### src/rtl/irq_capture_stage_if.sv
// ---------------------------------------------------------------------------
// irq_capture_stage_if
//   Bundles the request, configuration, acknowledge and snapshot signals of
//   irq_capture_stage. clk and rst_n stay plain module ports.
//
//   master : the surrounding system (drives raw irqs, cfg writes, acks)
//   slave  : irq_capture_stage itself
//
//   Signals:
//     irq_a/b/c   raw 9-bit request buses, asynchronous to clk
//     cfg_we      channel-enable write strobe, cfg_wdata its value
//     ack_valid   consumer acknowledge; ack_bus (0=A,1=B,2=C), ack_chan (0..8)
//     snap_a/b/c  frozen pending vectors to the encoder, snap_en frozen enables
//     snap_valid  encoder outputs settled, busy = FSM not idle
//     ack_err     one-cycle pulse on an illegal or out-of-state ack
//   Optional (IRQ_OVERFLOW_CNT_EN): ovf_a/b/c 8-bit saturating counters,
//     ovf_clr clears them.
// ---------------------------------------------------------------------------
interface irq_capture_stage_if;
  logic [8:0] irq_a;
  logic [8:0] irq_b;
  logic [8:0] irq_c;
  logic       cfg_we;
  logic [8:0] cfg_wdata;
  logic       ack_valid;
  logic [1:0] ack_bus;
  logic [3:0] ack_chan;
  logic [8:0] snap_a;
  logic [8:0] snap_b;
  logic [8:0] snap_c;
  logic [8:0] snap_en;
  logic       snap_valid;
  logic       busy;
  logic       ack_err;
`ifdef IRQ_OVERFLOW_CNT_EN
  logic [7:0] ovf_a;
  logic [7:0] ovf_b;
  logic [7:0] ovf_c;
  logic       ovf_clr;

  modport master (
    output irq_a, irq_b, irq_c, cfg_we, cfg_wdata,
    output ack_valid, ack_bus, ack_chan, ovf_clr,
    input  snap_a, snap_b, snap_c, snap_en, snap_valid, busy, ack_err,
    input  ovf_a, ovf_b, ovf_c
  );

  modport slave (
    input  irq_a, irq_b, irq_c, cfg_we, cfg_wdata,
    input  ack_valid, ack_bus, ack_chan, ovf_clr,
    output snap_a, snap_b, snap_c, snap_en, snap_valid, busy, ack_err,
    output ovf_a, ovf_b, ovf_c
  );
`else
  modport master (
    output irq_a, irq_b, irq_c, cfg_we, cfg_wdata,
    output ack_valid, ack_bus, ack_chan,
    input  snap_a, snap_b, snap_c, snap_en, snap_valid, busy, ack_err
  );

  modport slave (
    input  irq_a, irq_b, irq_c, cfg_we, cfg_wdata,
    input  ack_valid, ack_bus, ack_chan,
    output snap_a, snap_b, snap_c, snap_en, snap_valid, busy, ack_err
  );
`endif
endinterface

### src/rtl/irq_capture_stage.sv
// ---------------------------------------------------------------------------
// irq_capture_stage
//   Front end of the 27-channel priority interrupt encoder. Synchronises the
//   three raw 9-bit request buses, latches requests as pending bits, and
//   presents a frozen snapshot (pending vectors + channel enables) to the
//   combinational encoder until the consumer acknowledges a channel.
//
//   Ports:
//     clk     single clock
//     rst_n   asynchronous active-low reset
//     irq_if  irq_capture_stage_if.slave (requests, cfg, ack, snapshot)
//
//   Parameters:
//     SYNC_STAGES   synchroniser depth (>= 2)
//     SETTLE_CYCLES snapshot hold before snap_valid (1..15)
//     LEVEL_MODE    0 = rising-edge capture, 1 = level capture
//
//   Optional macro IRQ_OVERFLOW_CNT_EN adds per-bus saturating counters of
//   capture events that hit an already-pending bit (ovf_a/b/c, ovf_clr).
// ---------------------------------------------------------------------------
module irq_capture_stage #(
  parameter int unsigned SYNC_STAGES   = 2,
  parameter int unsigned SETTLE_CYCLES = 2,
  parameter int unsigned LEVEL_MODE    = 0
) (
  input logic                clk,
  input logic                rst_n,
  irq_capture_stage_if.slave irq_if
);

  localparam int unsigned N = 27;

  typedef enum logic [1:0] {
    ST_IDLE   = 2'd0,
    ST_SETTLE = 2'd1,
    ST_WAIT   = 2'd2
  } state_e;

  // Raw lines flattened as {C, B, A}; bit index = bus*9 + channel.
  logic [N-1:0] raw;
  assign raw = {irq_if.irq_c, irq_if.irq_b, irq_if.irq_a};

  // -------------------------------------------------------------------------
  // Synchroniser and capture-event detection
  // -------------------------------------------------------------------------
  logic [SYNC_STAGES-1:0][N-1:0] sync_q;
  logic [N-1:0]                  sync_s;
  logic [N-1:0]                  prev_q;
  logic [N-1:0]                  cap;

  always_ff @(posedge clk or negedge rst_n) begin
    if (!rst_n) begin
      sync_q <= '0;
      prev_q <= '0;
    end else begin
      sync_q[0] <= raw;
      for (int unsigned i = 1; i < SYNC_STAGES; i++) begin
        sync_q[i] <= sync_q[i-1];
      end
      prev_q <= sync_s;
    end
  end

  assign sync_s = sync_q[SYNC_STAGES-1];

  always_comb begin
    if (LEVEL_MODE != 0) cap = sync_s;
    else                 cap = sync_s & ~prev_q;
  end

  // -------------------------------------------------------------------------
  // Acknowledge decode
  // -------------------------------------------------------------------------
  state_e     state_q, state_d;
  logic       ack_legal;
  logic       ack_ok;
  logic [8:0] ack_onehot;
  logic [N-1:0] clr;

  assign ack_legal  = (irq_if.ack_bus != 2'd3) && (irq_if.ack_chan <= 4'd8);
  assign ack_ok     = irq_if.ack_valid && ack_legal && (state_q == ST_WAIT);
  assign ack_onehot = 9'd1 << irq_if.ack_chan;

  always_comb begin
    clr = '0;
    if (ack_ok) begin
      case (irq_if.ack_bus)
        2'd0:    clr[8:0]   = ack_onehot;
        2'd1:    clr[17:9]  = ack_onehot;
        2'd2:    clr[26:18] = ack_onehot;
        default: clr        = '0;
      endcase
    end
  end

  // -------------------------------------------------------------------------
  // Pending bits (set wins over clear) and channel-enable register
  // -------------------------------------------------------------------------
  logic [N-1:0] pend_q, pend_d;
  logic [8:0]   chan_en_q;

  assign pend_d = (pend_q & ~clr) | cap;

  always_ff @(posedge clk or negedge rst_n) begin
    if (!rst_n) begin
      pend_q    <= '0;
      chan_en_q <= '1;
    end else begin
      pend_q <= pend_d;
      if (irq_if.cfg_we) chan_en_q <= irq_if.cfg_wdata;
    end
  end

  // -------------------------------------------------------------------------
  // Snapshot FSM
  // -------------------------------------------------------------------------
  logic [3:0]   cnt_q, cnt_d;
  logic [N-1:0] snap_q, snap_d;
  logic [8:0]   snap_en_q, snap_en_d;
  logic         snap_valid_q, snap_valid_d;
  logic         ack_err_q, ack_err_d;
  logic         req_any;

  // Load only when at least one enabled channel is pending on any bus.
  assign req_any = |((pend_q[8:0] | pend_q[17:9] | pend_q[26:18]) & chan_en_q);

  always_comb begin
    state_d      = state_q;
    cnt_d        = cnt_q;
    snap_d       = snap_q;
    snap_en_d    = snap_en_q;
    snap_valid_d = 1'b0;
    ack_err_d    = irq_if.ack_valid && !ack_ok;
    case (state_q)
      ST_IDLE: begin
        if (req_any) begin
          snap_d    = pend_q;
          snap_en_d = chan_en_q;
          cnt_d     = 4'(SETTLE_CYCLES - 1);
          state_d   = ST_SETTLE;
        end
      end
      ST_SETTLE: begin
        if (cnt_q == 4'd0) state_d = ST_WAIT;
        else               cnt_d   = cnt_q - 4'd1;
      end
      ST_WAIT: begin
        // snap_valid registers one cycle after entering WAIT, so it first
        // rises SETTLE_CYCLES+1 edges after the load edge.
        if (ack_ok) state_d      = ST_IDLE;
        else        snap_valid_d = 1'b1;
      end
      default: state_d = ST_IDLE;
    endcase
  end

  always_ff @(posedge clk or negedge rst_n) begin
    if (!rst_n) begin
      state_q      <= ST_IDLE;
      cnt_q        <= '0;
      snap_q       <= '0;
      snap_en_q    <= '0;
      snap_valid_q <= 1'b0;
      ack_err_q    <= 1'b0;
    end else begin
      state_q      <= state_d;
      cnt_q        <= cnt_d;
      snap_q       <= snap_d;
      snap_en_q    <= snap_en_d;
      snap_valid_q <= snap_valid_d;
      ack_err_q    <= ack_err_d;
    end
  end

  assign irq_if.snap_a     = snap_q[8:0];
  assign irq_if.snap_b     = snap_q[17:9];
  assign irq_if.snap_c     = snap_q[26:18];
  assign irq_if.snap_en    = snap_en_q;
  assign irq_if.snap_valid = snap_valid_q;
  assign irq_if.busy       = (state_q != ST_IDLE);
  assign irq_if.ack_err    = ack_err_q;

`ifdef IRQ_OVERFLOW_CNT_EN
  // -------------------------------------------------------------------------
  // Overflow counters: one increment per bus per cycle, saturating at 255
  // -------------------------------------------------------------------------
  logic [2:0]      hit;
  logic [2:0][7:0] ovf_q;

  assign hit[0] = |(cap[8:0]   & pend_q[8:0]);
  assign hit[1] = |(cap[17:9]  & pend_q[17:9]);
  assign hit[2] = |(cap[26:18] & pend_q[26:18]);

  always_ff @(posedge clk or negedge rst_n) begin
    if (!rst_n) begin
      ovf_q <= '0;
    end else begin
      for (int unsigned b = 0; b < 3; b++) begin
        if (irq_if.ovf_clr)                      ovf_q[b] <= '0;
        else if (hit[b] && (ovf_q[b] != 8'hFF))  ovf_q[b] <= ovf_q[b] + 8'd1;
      end
    end
  end

  assign irq_if.ovf_a = ovf_q[0];
  assign irq_if.ovf_b = ovf_q[1];
  assign irq_if.ovf_c = ovf_q[2];
`endif

endmodule

### src/flat_wrapper.sv
// flat-port wrapper written by rule: the top's interface ports become plain ports
module irq_capture_stage_flat 
#(
  parameter int unsigned SYNC_STAGES   = 2,
  parameter int unsigned SETTLE_CYCLES = 2,
  parameter int unsigned LEVEL_MODE    = 0
)
  (clk, rst_n, irq_if_irq_a, irq_if_irq_b, irq_if_irq_c, irq_if_cfg_we, irq_if_cfg_wdata, irq_if_ack_valid, irq_if_ack_bus, irq_if_ack_chan, irq_if_snap_a, irq_if_snap_b, irq_if_snap_c, irq_if_snap_en, irq_if_snap_valid, irq_if_busy, irq_if_ack_err);
  irq_capture_stage_if irq_if_i ();
  input logic clk;
  input logic rst_n;
  input wire logic [$bits(irq_if_i.irq_a)-1:0] irq_if_irq_a;
  input wire logic [$bits(irq_if_i.irq_b)-1:0] irq_if_irq_b;
  input wire logic [$bits(irq_if_i.irq_c)-1:0] irq_if_irq_c;
  input wire logic [$bits(irq_if_i.cfg_we)-1:0] irq_if_cfg_we;
  input wire logic [$bits(irq_if_i.cfg_wdata)-1:0] irq_if_cfg_wdata;
  input wire logic [$bits(irq_if_i.ack_valid)-1:0] irq_if_ack_valid;
  input wire logic [$bits(irq_if_i.ack_bus)-1:0] irq_if_ack_bus;
  input wire logic [$bits(irq_if_i.ack_chan)-1:0] irq_if_ack_chan;
  output wire logic [$bits(irq_if_i.snap_a)-1:0] irq_if_snap_a;
  output wire logic [$bits(irq_if_i.snap_b)-1:0] irq_if_snap_b;
  output wire logic [$bits(irq_if_i.snap_c)-1:0] irq_if_snap_c;
  output wire logic [$bits(irq_if_i.snap_en)-1:0] irq_if_snap_en;
  output wire logic [$bits(irq_if_i.snap_valid)-1:0] irq_if_snap_valid;
  output wire logic [$bits(irq_if_i.busy)-1:0] irq_if_busy;
  output wire logic [$bits(irq_if_i.ack_err)-1:0] irq_if_ack_err;
  assign irq_if_i.irq_a = irq_if_irq_a;
  assign irq_if_i.irq_b = irq_if_irq_b;
  assign irq_if_i.irq_c = irq_if_irq_c;
  assign irq_if_i.cfg_we = irq_if_cfg_we;
  assign irq_if_i.cfg_wdata = irq_if_cfg_wdata;
  assign irq_if_i.ack_valid = irq_if_ack_valid;
  assign irq_if_i.ack_bus = irq_if_ack_bus;
  assign irq_if_i.ack_chan = irq_if_ack_chan;
  assign irq_if_snap_a = irq_if_i.snap_a;
  assign irq_if_snap_b = irq_if_i.snap_b;
  assign irq_if_snap_c = irq_if_i.snap_c;
  assign irq_if_snap_en = irq_if_i.snap_en;
  assign irq_if_snap_valid = irq_if_i.snap_valid;
  assign irq_if_busy = irq_if_i.busy;
  assign irq_if_ack_err = irq_if_i.ack_err;
  irq_capture_stage #(.SYNC_STAGES(SYNC_STAGES), .SETTLE_CYCLES(SETTLE_CYCLES), .LEVEL_MODE(LEVEL_MODE)) u_core (.clk(clk), .rst_n(rst_n), .irq_if(irq_if_i));
endmodule
### config.mk
export PLATFORM = sky130hd
export DESIGN_NAME = irq_capture_stage_flat
export DESIGN_NICKNAME = d
export VERILOG_FILES = /design/src/rtl/irq_capture_stage_if.sv /design/src/rtl/irq_capture_stage.sv /design/src/flat_wrapper.sv
export SDC_FILE = /design/constraint.sdc
export NUM_CORES = 1
export LEC_CHECK = 0
export ABC_CLOCK_PERIOD_IN_PS = 2600
export CAP_MARGIN = 10
export CORE_MARGIN = 4
export CORE_UTILIZATION = 50
export CTS_CLUSTER_DIAMETER = 150
export DETAILED_ROUTE_END_ITERATION = 6
export HOLD_SLACK_MARGIN = 0.03
export PLACE_DENSITY = 0.85
export REMOVE_ABC_BUFFERS = 1
export SLEW_MARGIN = 20
export SYNTH_ARGS = -nofsm -noshare
export SYNTH_HDL_FRONTEND = slang
export SYNTH_SLANG_ARGS = --single-unit
### constraint.sdc
create_clock -name clk -period 2.6 [get_ports clk]
set_clock_uncertainty 0.1 [all_clocks]
set_input_delay 0.52 -clock clk [delete_from_list [all_inputs] [get_ports clk]]
set_output_delay 0.52 -clock clk [all_outputs]
set_load 0.02 [all_outputs]
[Word level (Yosys, flattened, before mapping)]
Cells that the tools add are included.
Operators by class
  $add $sub $neg: 1
  $mul: 0
  divide/modulo/power cells: 0
  order comparisons: 1
  equality and inequality tests: 9
  shift operators: 1
  muxes and demuxes: 13
  bitwise operators: 8
  reductions and logical operators: 14
Operators with widths (count)
  $and 27x27->27: 2
  $not 27->27: 2
  $mux 27: 1
  $mux 9: 3
  $or 27x27->27: 1
  $or 9x9->9: 2
  $and 9x9->9: 1
  $reduce_or 9->1: 1
  $shl 1x4->9 const A: 1
  $mux 4: 2
  $pmux 4 s2: 1
  $mux 2: 3
  $ne 2x1->1 const B: 3
  $pmux 2 s3: 1
  $reduce_and 3->1: 2
  $eq 2x1->1 const B: 2
  $eq 2x2->1 const B: 2
  $le 4x4->1 const B: 1
  $logic_and 1x1->1: 4
  $logic_not 2->1: 2
  $logic_not 4->1: 1
  $ne 2x2->1 const B: 2
  $reduce_bool 2->1: 2
  $sub 4x1->4 const B: 1
  other kinds (3): 4
Storage, ports and cells
  register bits after elaboration: 161
  latch bits: 0
  RAM bits: 0
  memory bits (read-only): 0
  input bits: 46
  output and inout bits: 39
  logic and storage cells: 58
  memories kept: 0

[Longest topological paths before layout]
Gate-level depths: netlist (run 1).
  depth in word-level cells: 8
  mapped depth: 6
  gate-level depth less buffers: 6

[Worst setup path after synthesis (run 1)]
No wires, ideal clock.
  kind: register -> register
  from: register u_core.pend_q[22]
  to: register u_core.snap_en_q[0] (netlist: u_core.irq_if.snap_en[0])
  library setup time: 0.128 ns
  data arrival time: 1.665 ns
  required time: 2.372 ns
  slack: 0.708 ns
  cell stages (with the launch flop): 7
  path buffers: 2
  period minus slack after synthesis: 1.892 ns
  cell sequence: dfrtp_1 -> or3_1 -> a21oi_2 -> a31o_4 -> buf_8 -> buf_8 -> mux2_1
Between the ends
  cells in the longest elaborated chain, start to end: 4
RTL lines
  from (decl): line irq_capture_stage.sv:99  | logic [N-1:0] pend_q, pend_d;
  from (signal assigned): line irq_capture_stage.sv:109  | pend_q <= pend_d;
  $or 9x9->9: line irq_capture_stage.sv:125  | assign req_any = |((pend_q[8:0] | pend_q[17:9] | pend_q[26:18]) & chan_en_q);
  $and 9x9->9: line irq_capture_stage.sv:125
  $reduce_or 9->1: line irq_capture_stage.sv:125
  $reduce_and 2->1 (no source line)
  to (signal assigned): line irq_capture_stage.sv:169  | snap_en_q <= snap_en_d;
  to (decl): line irq_capture_stage.sv:119  | logic [8:0] snap_en_q, snap_en_d;
No other way between the ends.
A chain may end at the register's enable or synchronous reset.

[Worst setup path after layout (run 1)]
  from: register u_core.state_q[1]
  to: output port irq_if_busy
Between the ends
  cells in the longest elaborated chain, start to end: 1
RTL lines
  from (decl): line irq_capture_stage.sv:74  | state_e state_q, state_d;
  from (signal assigned): line irq_capture_stage.sv:166  | state_q <= state_d;
  $reduce_bool 2->1: line irq_capture_stage.sv:180  | assign irq_if.busy = (state_q != ST_IDLE);
  to (decl): line flat_wrapper.sv:25  | output wire logic [$bits(irq_if_i.busy)-1:0] irq_if_busy;
No other way between the ends.

==> metrics.csv, run 1 <==
stage,metric,value,unit
sta,min_period_over_period,96.07,%
clock_network,clk_path_buf_depth,2,
setup_path,startpoint_type,flop,
clock_network,post-cts-setup-buffer-count,0,
route,wl_met2,5391,um
setup_path,r2r-start,u_core.pend_q[25],
setup_path,crit_type,flop to output port,
synth,yosysSeqAreaShare,74.09,%
setup_path,r2r-end,u_core.snap_q[15],
grt,antenna_found_initial,0,
synth,postSynthCellCount,358,
clock_network,numCtsBuffers,17,
power,p_leak,2.963,nW
route,num_vias,3177,
sta,finalSetupTns,0,ns
die,start_util,52.12,%
die,ios,85,
setup_path,cp_max_fo,8,
clock_network,path_clk_slew,0.07,ns
sta,max_freq,400.3,MHz
die,core_area,10460,um^2
layout,layout-drive-gt1-share,17.97,%
sta,hold_viol,0,
layout,fill_cells,708,
clock_network,root_buffer,clkbuf_8,
setup_path,cp-endpoint,irq_if_busy,
die,die-area,12640,um^2
grt,grt_remaining_overflow,0,
route,via_per_inst,5.217,
route,drt-wirelength-per-cell,17.59,um
run_status,status,"complete, no violations",
setup_path,endpoint_kind,output port,
sta,setup_viol,0,
power,total_power,6.615,mW
grt,grt_pass1_wl,17320,um
setup_path,reg2reg_setup_slack,0.33,ns
sta,period_needed,2.498,ns
layout,fin_nets,507,
clock_network,ctsResizeCount,0,
die,fp-row-count,37,
clock_network,cts_sinks,161,
route,drc_errors,0,
clock_network,h-tree-depth,4,
clock_network,cts_tree,done,
setup_path,arrival,1.88,ns
die,die_y,112.4,um
setup_path,ff2ff_path_depth,5,
sta,max_slew_margin,57.02,%
grt,track_usage,17.81,%
route,drt_iter0_drc,231,
die,die_x,112.4,um
route,drtAntennaViolNets,0,
sta,hold_slack,0.2488,ns
grt,grt_pass1_vias,3399,
layout,diodes,0,
sta,final_max_slew_viol_count,0,
synth,synth.distinct_cells,38,
job,maxCapViolCount,0,
route,first_pass_iters,5,
sta,rsz0062_at_grt,no,
synth,synth_edf_count,0,
route,wl_met3,732,um
power,ir_drop,486.3,uV
placement,hpwl,7372,um
placement,io_buffers,84,
sta,tightestPinTransition,0.6428,ns
route,dr.max_layer_used,met4,
setup_path,crit_path_start,u_core.state_q[1],
layout,area_growth,30.75,%
placement,gp_congestion,0.8391,
synth,ys_async_sr_fraction,100.0,%
layout,utilization,68.14,%
synth,synth_area_per_cell,15.23,um^2
power,pwr_density_cell,927.8,nW/um^2
grt,grt_max_degree,68,
synth,yosys_most_used_dff,dfrtp_1,
route,wl_met1,4447,um
synth,ys_warn_count,0,
setup_path,worstPathRequired,1.98,ns
synth,syn_area,5453,um^2
synth,synth-seq-cells,161,
clock_network,clk_latency,0.52,ns
min_path,hold_class,flop to flop,
route,wirelength,10710,um
worst max-delay path: stages (launching register included):
cell,delay (ns)
dfrtp_1,0.48
inv_1,0.13
nand2_1,0.14
clkdlybuf4s50_1,0.62
where the power goes:
part	leakage (nW)	internal (mW)	total [mW]	switching, mW
Clock	0.324	1.69	2.73	1.04
Sequential	1.72	2.72	2.85	0.130
Combinational	0.922	0.508	1.04	0.527
through the flow:
step           std cells  setup WS, ns  instance area (um^2)
3_5_place_dp         576        0.3397                  6464
5_1_grt              609       0.03172                  7129
4_1_cts              609       0.08693                  7129
3_3_place_gp         576        0.4170                  6464
2_1_floorplan        353        0.5977                  5391
6_report             609        0.1021                  7129
layout by cell type, fill, tap and decap left out, types with 2 or more instances in the layout:
master             n
mux2_1            11
o21ai_0           55
clkbuf_16         16
inv_1             33
nand2b_1           5
a21boi_0           2
buf_12             3
or3_1              2
and4_1             2
nor2_1             4
dfrtp_1          152
nor2b_1            3
nand3b_1           3
o31ai_1            7
dfstp_2            9
clkdlybuf4s50_1   83
nand3_1            4
inv_8              3
a31o_2             2
inv_6              5
nor3_1             2
bufinv_16          5
a2bb2oi_1          2
nand2_1            7
mux2_4            10
mux2_2            24
state kept, by name, indices dropped and copies added (netlist names):
signal and flops:
u_core.chan_en_q 9, u_core.irq_if.ack_err 1, u_core.cnt_q 4, u_core.state_q 2, u_core.irq_if.snap_valid 1, u_core.irq_if.snap_en 9, u_core.pend_q 27, u_core.sync_q 27
u_core.snap_q 27, u_core.prev_q 27, u_core.sync_s 27
worst min path at each step:
stage | start | to | slack [ns] | depth (start not counted)
2_1_floorplan | rst_n | u_core.cnt_q[0] | 0.12 | 0
3_3_place_gp | u_core.sync_q[20] | u_core.sync_s[20] | 0.23 | 0
3_5_place_dp | u_core.sync_q[17] | u_core.sync_s[17] | 0.23 | 0
4_1_cts | u_core.sync_q[17] | u_core.sync_s[17] | 0.25 | 0
5_1_grt | u_core.sync_q[14] | u_core.sync_s[14] | 0.26 | 0
6_report | u_core.sync_q[19] | u_core.sync_s[19] | 0.25 | 0
area by class of cell:
type / instances / area, um^2 / area share, %
clock inverters: 15 / 241.5 / 3.387
flip-flops and latches: 161 / 4040 / 56.67
inverters: 33 / 123.9 / 1.737
repair buffers: 88 / 912.1 / 12.79
clock buffers: 17 / 414.1 / 5.809
multi-input cells: 159 / 1227 / 17.22
well taps: 136 / 170.2 / 2.387
synthesized netlist by cell type (2+ instances only):
| master | count | area (um^2) |
|---|---|---|
| o21ai_0 | 55 | 275.3 |
| nor2_1 | 4 | 15.01 |
| a2bb2oi_1 | 2 | 17.52 |
| mux2_1 | 11 | 123.9 |
| o31ai_1 | 7 | 52.55 |
| and4_1 | 2 | 17.52 |
| a21boi_0 | 2 | 15.01 |
| nor2b_1 | 3 | 18.77 |
| buf_8 | 2 | 30.03 |
| nand3b_1 | 3 | 22.52 |
| inv_1 | 33 | 123.9 |
| or3_1 | 2 | 12.51 |
| dfrtp_1 | 152 | 3804 |
| nand2_1 | 7 | 26.28 |
| nand3_1 | 4 | 20.02 |
| nor3_1 | 2 | 10.01 |
| a31o_2 | 2 | 17.52 |
| mux2_4 | 10 | 150.1 |
| mux2_2 | 24 | 270.3 |
| dfstp_2 | 9 | 236.5 |
| nand2b_1 | 5 | 31.28 |
timing repair:
action                                  in CTS  in global routing
endpoints found under the hold margin       42                  0
hold buffers                                 1                  0
endpoints found under the setup margin       0                  0
per-layer routing:
| metal | GRT usage [%] | vias to the layer above |
|---|---|---|
| met4 | 5.929 | 0 |
| met2 | 29.08 | 102 |
| li1 | - | 1439 |
| met3 | 6.361 | 17 |
| met5 | 0 | - |
| met1 | 22.31 | 1619 |
kinds of logic after synthesis:
| family | after synthesis | synth area share (%) |
|---|---|---|
| buf+inv | 38 | 3.396 |
| compound gates | 75 | 8.215 |
| fa+ha+maj | 1 | 0.2294 |
| flops | 161 | 74.09 |
| mux | 46 | 10.17 |
| simple gates | 37 | 3.901 |
No activity file was read; power rests on OpenSTA's default activity.
==> run 2: changes to the inputs <==
--- a/config.mk
+++ b/config.mk
@@ -6,7 +6,7 @@
 export NUM_CORES = 1
 export LEC_CHECK = 0
 export ABC_CLOCK_PERIOD_IN_PS = 2600
-export CAP_MARGIN = 10
+export CAP_MARGIN = 25
 export CORE_MARGIN = 4
 export CORE_UTILIZATION = 50
 export CTS_CLUSTER_DIAMETER = 150
==> constraint.sdc (replaced) <==
create_clock -name clk -period 2.6 [get_ports clk]
set_clock_uncertainty 0.1 [all_clocks]
set_input_delay 0.26 -clock clk [delete_from_list [all_inputs] [get_ports clk]]
set_output_delay 0.26 -clock clk [all_outputs]
set_load 0.02 [all_outputs]
==> run 2 against run 1 <==
Net effect: global-route usage is 0.39 points higher; non-clock buffer count is 2 higher; worst setup slack better by 0.23 ns; clock power is 11% lower; highest routed layer unchanged.
==> metrics.csv, run 2 (same netlist as run 1, synthesis figures left out) <==
stage,metric,value,unit
clock_network,clk_path_buf_depth,2,
power,ir_drop,627.9,uV
layout,mostFrequentLayoutCells,"dfrtp_1 (152), clkdlybuf4s50_1 (83), o21ai_0 (55)",
setup_path,reg2reg_setup_slack,0.47,ns
layout,fin_nets,509,
die,ios,85,
placement,placed_cells,578,
die,core_area,10460,um^2
sta,max_slew_margin,58.44,%
sta,hold_viol,0,
grt,grt_max_degree,69,
sta,min_period_over_period,87.22,%
setup_path,endpoint_kind,output port,
sta,tightestPinTransition,0.6214,ns
die,start_util,52.12,%
grt,grt_remaining_overflow,0,
setup_path,startpoint_type,flop,
placement,hpwl,7317,um
placement,io_buffers,84,
setup_path,r2r-start,u_core.pend_q[20],
power,p_leak,2.929,nW
placement,gp_congestion,0.8244,
grt,track_usage,18.20,%
die,die_y,112.4,um
grt,grt_pass1_wl,17570,um
clock_network,path_clk_slew,0.06,ns
grt,antenna_found_initial,0,
layout,area_growth,29.35,%
power,total_power,6.295,mW
clock_network,cts_sinks,161,
die,die-area,12640,um^2
clock_network,numCtsBuffers,17,
layout,layout-drive-gt1-share,18.32,%
route,drtAntennaViolNets,0,
sta,final_max_slew_viol_count,0,
setup_path,worstPathRequired,2.24,ns
sta,setup_viol,0,
clock_network,post-cts-setup-buffer-count,0,
min_path,hold_class,primary input to flop,
layout,final_common_cell,dfrtp_1,
grt,grt_pass1_vias,3478,
route,drt-wirelength-per-cell,17.60,um
min_path,hold_end,u_core.sync_q[6],
layout,final_cells,611,
run_status,status,"complete, no violations",
setup_path,arrival,1.91,ns
clock_network,root_buffer,clkbuf_8,
sta,max_freq,441.0,MHz
power,pwr_density_cell,892.5,nW/um^2
clock_network,cts_tree,done,
route,via_per_inst,5.206,
setup_path,crit_type,flop to output port,
route,drt_iter0_drc,197,
die,die_x,112.4,um
job,maxCapViolCount,0,
route,drc_errors,0,
clock_network,h-tree-depth,4,
route,wirelength,10750,um
route,first_pass_iters,5,
min_path,hold_start,irq_if_irq_a[6],
route,num_vias,3181,
setup_path,ff2ff_path_depth,5,
sta,period_needed,2.268,ns
min_path,whs_path_depth,1,
die,fp-row-count,37,
setup_path,crit_path_start,u_core.state_q[1],
sta,rsz0062_at_grt,no,
layout,diodes,0,
sta,finalSetupTns,0,ns
setup_path,r2r-end,u_core.snap_q[11],
setup_path,cp_max_fo,8,
clock_network,clk_latency,0.53,ns
-- run 2: critical path, stage by stage, from the launching register on --
cell             delay [ns]
dfrtp_1                0.47
inv_1                  0.12
nand2_1                0.16
clkdlybuf4s50_1        0.63
-- run 2: cell type report --
cell class / instances / area, um^2
clock buffers: 19 / 441.7
clock inverters: 13 / 147.6
fillers: 709 / 3410
inverters: 33 / 123.9
multi-input cells: 159 / 1227
flip-flops and latches: 161 / 4040
well taps: 136 / 170.2
repair buffers: 90 / 902.1
-- run 2: timing repair --
item | CTS | global route
endpoints found under the hold margin | 65 | 0
gates resized for setup | 0 | 0
hold buffers | 1 | 0
-- run 2: metal layers --
metal / share of wire (%) / track usage (%)
met4: 1.4 / 5.369
met3: 7.4 / 6.307
met5: 0 / 0
met2: 51 / 30.75
met1: 40 / 22.31
-- run 2: stage by stage --
step	hold WS, ns	worst slack (ns)	util (%)	cell area, um^2
global placement	0.1879	0.5321	61.68	6454
floorplan	-0.1356	0.5977	-	5391
global route	0.04341	0.2486	67.41	7053
detailed placement	0.1935	0.4369	61.68	6454
finish	0.06521	0.3324	67.41	7053
CTS	0.04276	0.3308	67.41	7053
-- run 2: how the worst max path moves through the flow --
| stage | cells after the start | endpoint |
|---|---|---|
| after global routing | 3 | irq_if_busy |
| after CTS | 3 | irq_if_busy |
| final | 3 | irq_if_busy |
| after global placement | 5 | u_core.snap_q[10] |
| after floorplan | 4 | u_core.irq_if.snap_en[8] |
| after detailed placement | 5 | u_core.snap_q[6] |
-- run 2: power breakdown --
group	internal (mW)	switching, mW
Combinational	0.495	0.510
Sequential	2.72	0.130
Clock	1.44	1.01
==> run 3: changes to the inputs <==
--- a/config.mk
+++ b/config.mk
@@ -6,13 +6,14 @@
 export NUM_CORES = 1
 export LEC_CHECK = 0
 export ABC_CLOCK_PERIOD_IN_PS = 2600
-export CAP_MARGIN = 25
+export CAP_MARGIN = 15
 export CORE_MARGIN = 4
-export CORE_UTILIZATION = 50
+export CORE_UTILIZATION = 53
 export CTS_CLUSTER_DIAMETER = 150
 export DETAILED_ROUTE_END_ITERATION = 6
 export HOLD_SLACK_MARGIN = 0.03
-export PLACE_DENSITY = 0.85
+export PLACE_DENSITY = 0.89
+export RECOVER_POWER = 25
 export REMOVE_ABC_BUFFERS = 1
 export SLEW_MARGIN = 20
 export SYNTH_ARGS = -nofsm -noshare
==> run 3 against run 2 <==
Net effect: non-clock buffer count shrank 2; final area shrank 0.28%; the flow now finishes with violations (max-capacitance violations, max-slew violations); global-route usage grew 2.8 points; die area shrank 5.3%; sequential share of layout area grew 0.16 points; clock power is essentially flat; sequential cell count is the same; routed wire length grew 6.8%.
==> metrics.csv, run 3 (same netlist as run 1, synthesis figures left out) <==
stage,metric,value,unit
placement,place_area,6447,um^2
route,num_vias,3262,
placement,hpwl,7482,um
route,drt_iter0_drc,167,
layout,area_growth,28.98,%
layout,final_common_cell,dfrtp_1,
die,die_y,109.4,um
grt,track_usage,21.02,%
die,ios,85,
layout,regArea,4040,um^2
run_status,violations,"max-capacitance violations, max-slew violations",
layout,design_area,7033,um^2
setup_path,worstPathRequired,2.24,ns
layout,diodes,0,
power,ir_drop,449.2,uV
layout,layout-drive-gt1-share,17.97,%
die,start_util,55.03,%
clock_network,cts_sinks,161,
clock_network,path_clk_slew,0.07,ns
layout,fill_cells,624,
setup_path,cp_max_fo,8,
sta,hold_slack,0.1933,ns
power,pwr_density_cell,898.6,nW/um^2
sta,min_period_over_period,88.96,%
grt,grt_pass1_vias,3511,
sta,tightestPinTransition,1.635,ns
sta,max_freq,432.3,MHz
clock_network,ctsResizeCount,0,
sta,finalSetupTns,0,ns
grt,grt_max_degree,72,
sta,period_needed,2.313,ns
grt,antenna_found_initial,0,
die,fp-row-count,36,
layout,mostFrequentLayoutCells,"dfrtp_1 (152), clkdlybuf4s50_1 (56), o21ai_0 (55)",
sta,final_max_slew_viol_count,68,
clock_network,root_buffer,clkbuf_8,
clock_network,h-tree-depth,4,
job,maxCapViolCount,1,
route,drtAntennaViolNets,0,
sta,rsz0062_at_grt,no,
grt,grt_remaining_overflow,0,
layout,fin_nets,507,
route,via_per_inst,5.383,
clock_network,clk_path_buf_depth,2,
die,die-area,11970,um^2
setup_path,arrival,1.95,ns
route,first_pass_iters,4,
power,total_power,6.320,mW
die,core_area,9910,um^2
power,p_leak,2.919,nW
run_status,status,"complete, but fails checks",
clock_network,post-cts-setup-buffer-count,0,
sta,max_slew_margin,-9.018,%
layout,multiInputGateArea,1227,um^2
clock_network,hold_buffers,1,
route,wirelength,11480,um
route,drt-wirelength-per-cell,18.95,um
placement,io_buffers,84,
route,drc_errors,0,
setup_path,crit_type,flop to output port,
min_path,hold_class,primary input to flop,
clock_network,cts_tree,done,
sta,setup_viol,0,
grt,grt_pass1_wl,18350,um
setup_path,endpoint_kind,output port,
sta,hold_viol,0,
clock_network,clk_latency,0.51,ns
setup_path,startpoint_type,flop,
clock_network,numCtsBuffers,17,
die,die_x,109.4,um
placement,gp_congestion,0.8953,
-- run 3: power by group --
group / switching, mW / internal [mW]
sequential: 0.150 / 2.72
combinational: 0.540 / 0.498
clock: 1.01 / 1.41
total: 1.70 / 4.62
-- run 3: final cells by class --
cell class | count | share of cell area, %
clock buffer | 18 | 6.084
tap | 133 | 2.366
sequential | 161 | 57.45
inverter | 33 | 1.761
multi-input combinational | 159 | 17.45
timing repair buffer | 88 | 12.70
clock inverter | 14 | 2.188
-- run 3: critical path: stages, from the launching register on --
cell and delay, ns:
dfrtp_1 0.51, inv_1 0.15, nand2_1 0.15, clkdlybuf4s50_1 0.63
-- run 3: final timing paths --
kind	start	slack [ns]	cells after the start	end
min in group asynchronous	rst_n	0.60	2	u_core.pend_q[8]
worst max-delay path	u_core.state_q[1]	0.29	3	irq_if_busy
worst min register to register	u_core.sync_q[5]	0.25	0	u_core.sync_s[5]
worst max register to register	u_core.pend_q[24]	0.33	5	u_core.irq_if.snap_en[3]
worst min-delay path	irq_if_irq_c[2]	0.19	1	u_core.sync_q[20]
max in group asynchronous	rst_n	0.66	3	u_core.chan_en_q[5]
-- run 3: routing by layer --
layer	wire (um)	global-route usage (%)	vias up
li1	-	-	1435
met2	6010	35.48	147
met4	404	10.51	0
met1	4270	24.04	1644
met3	798	6.870	36
met5	0	0	-
-- run 3: through the flow --
stage | util, % | cells | setup WS, ns
floorplan | - | 353 | 0.5977
global placement | 65.06 | 573 | 0.4705
detailed placement | 65.06 | 573 | 0.3816
CTS | 71.04 | 606 | 0.2931
global route | 70.97 | 606 | 0.1893
finish | 70.97 | 606 | 0.2870
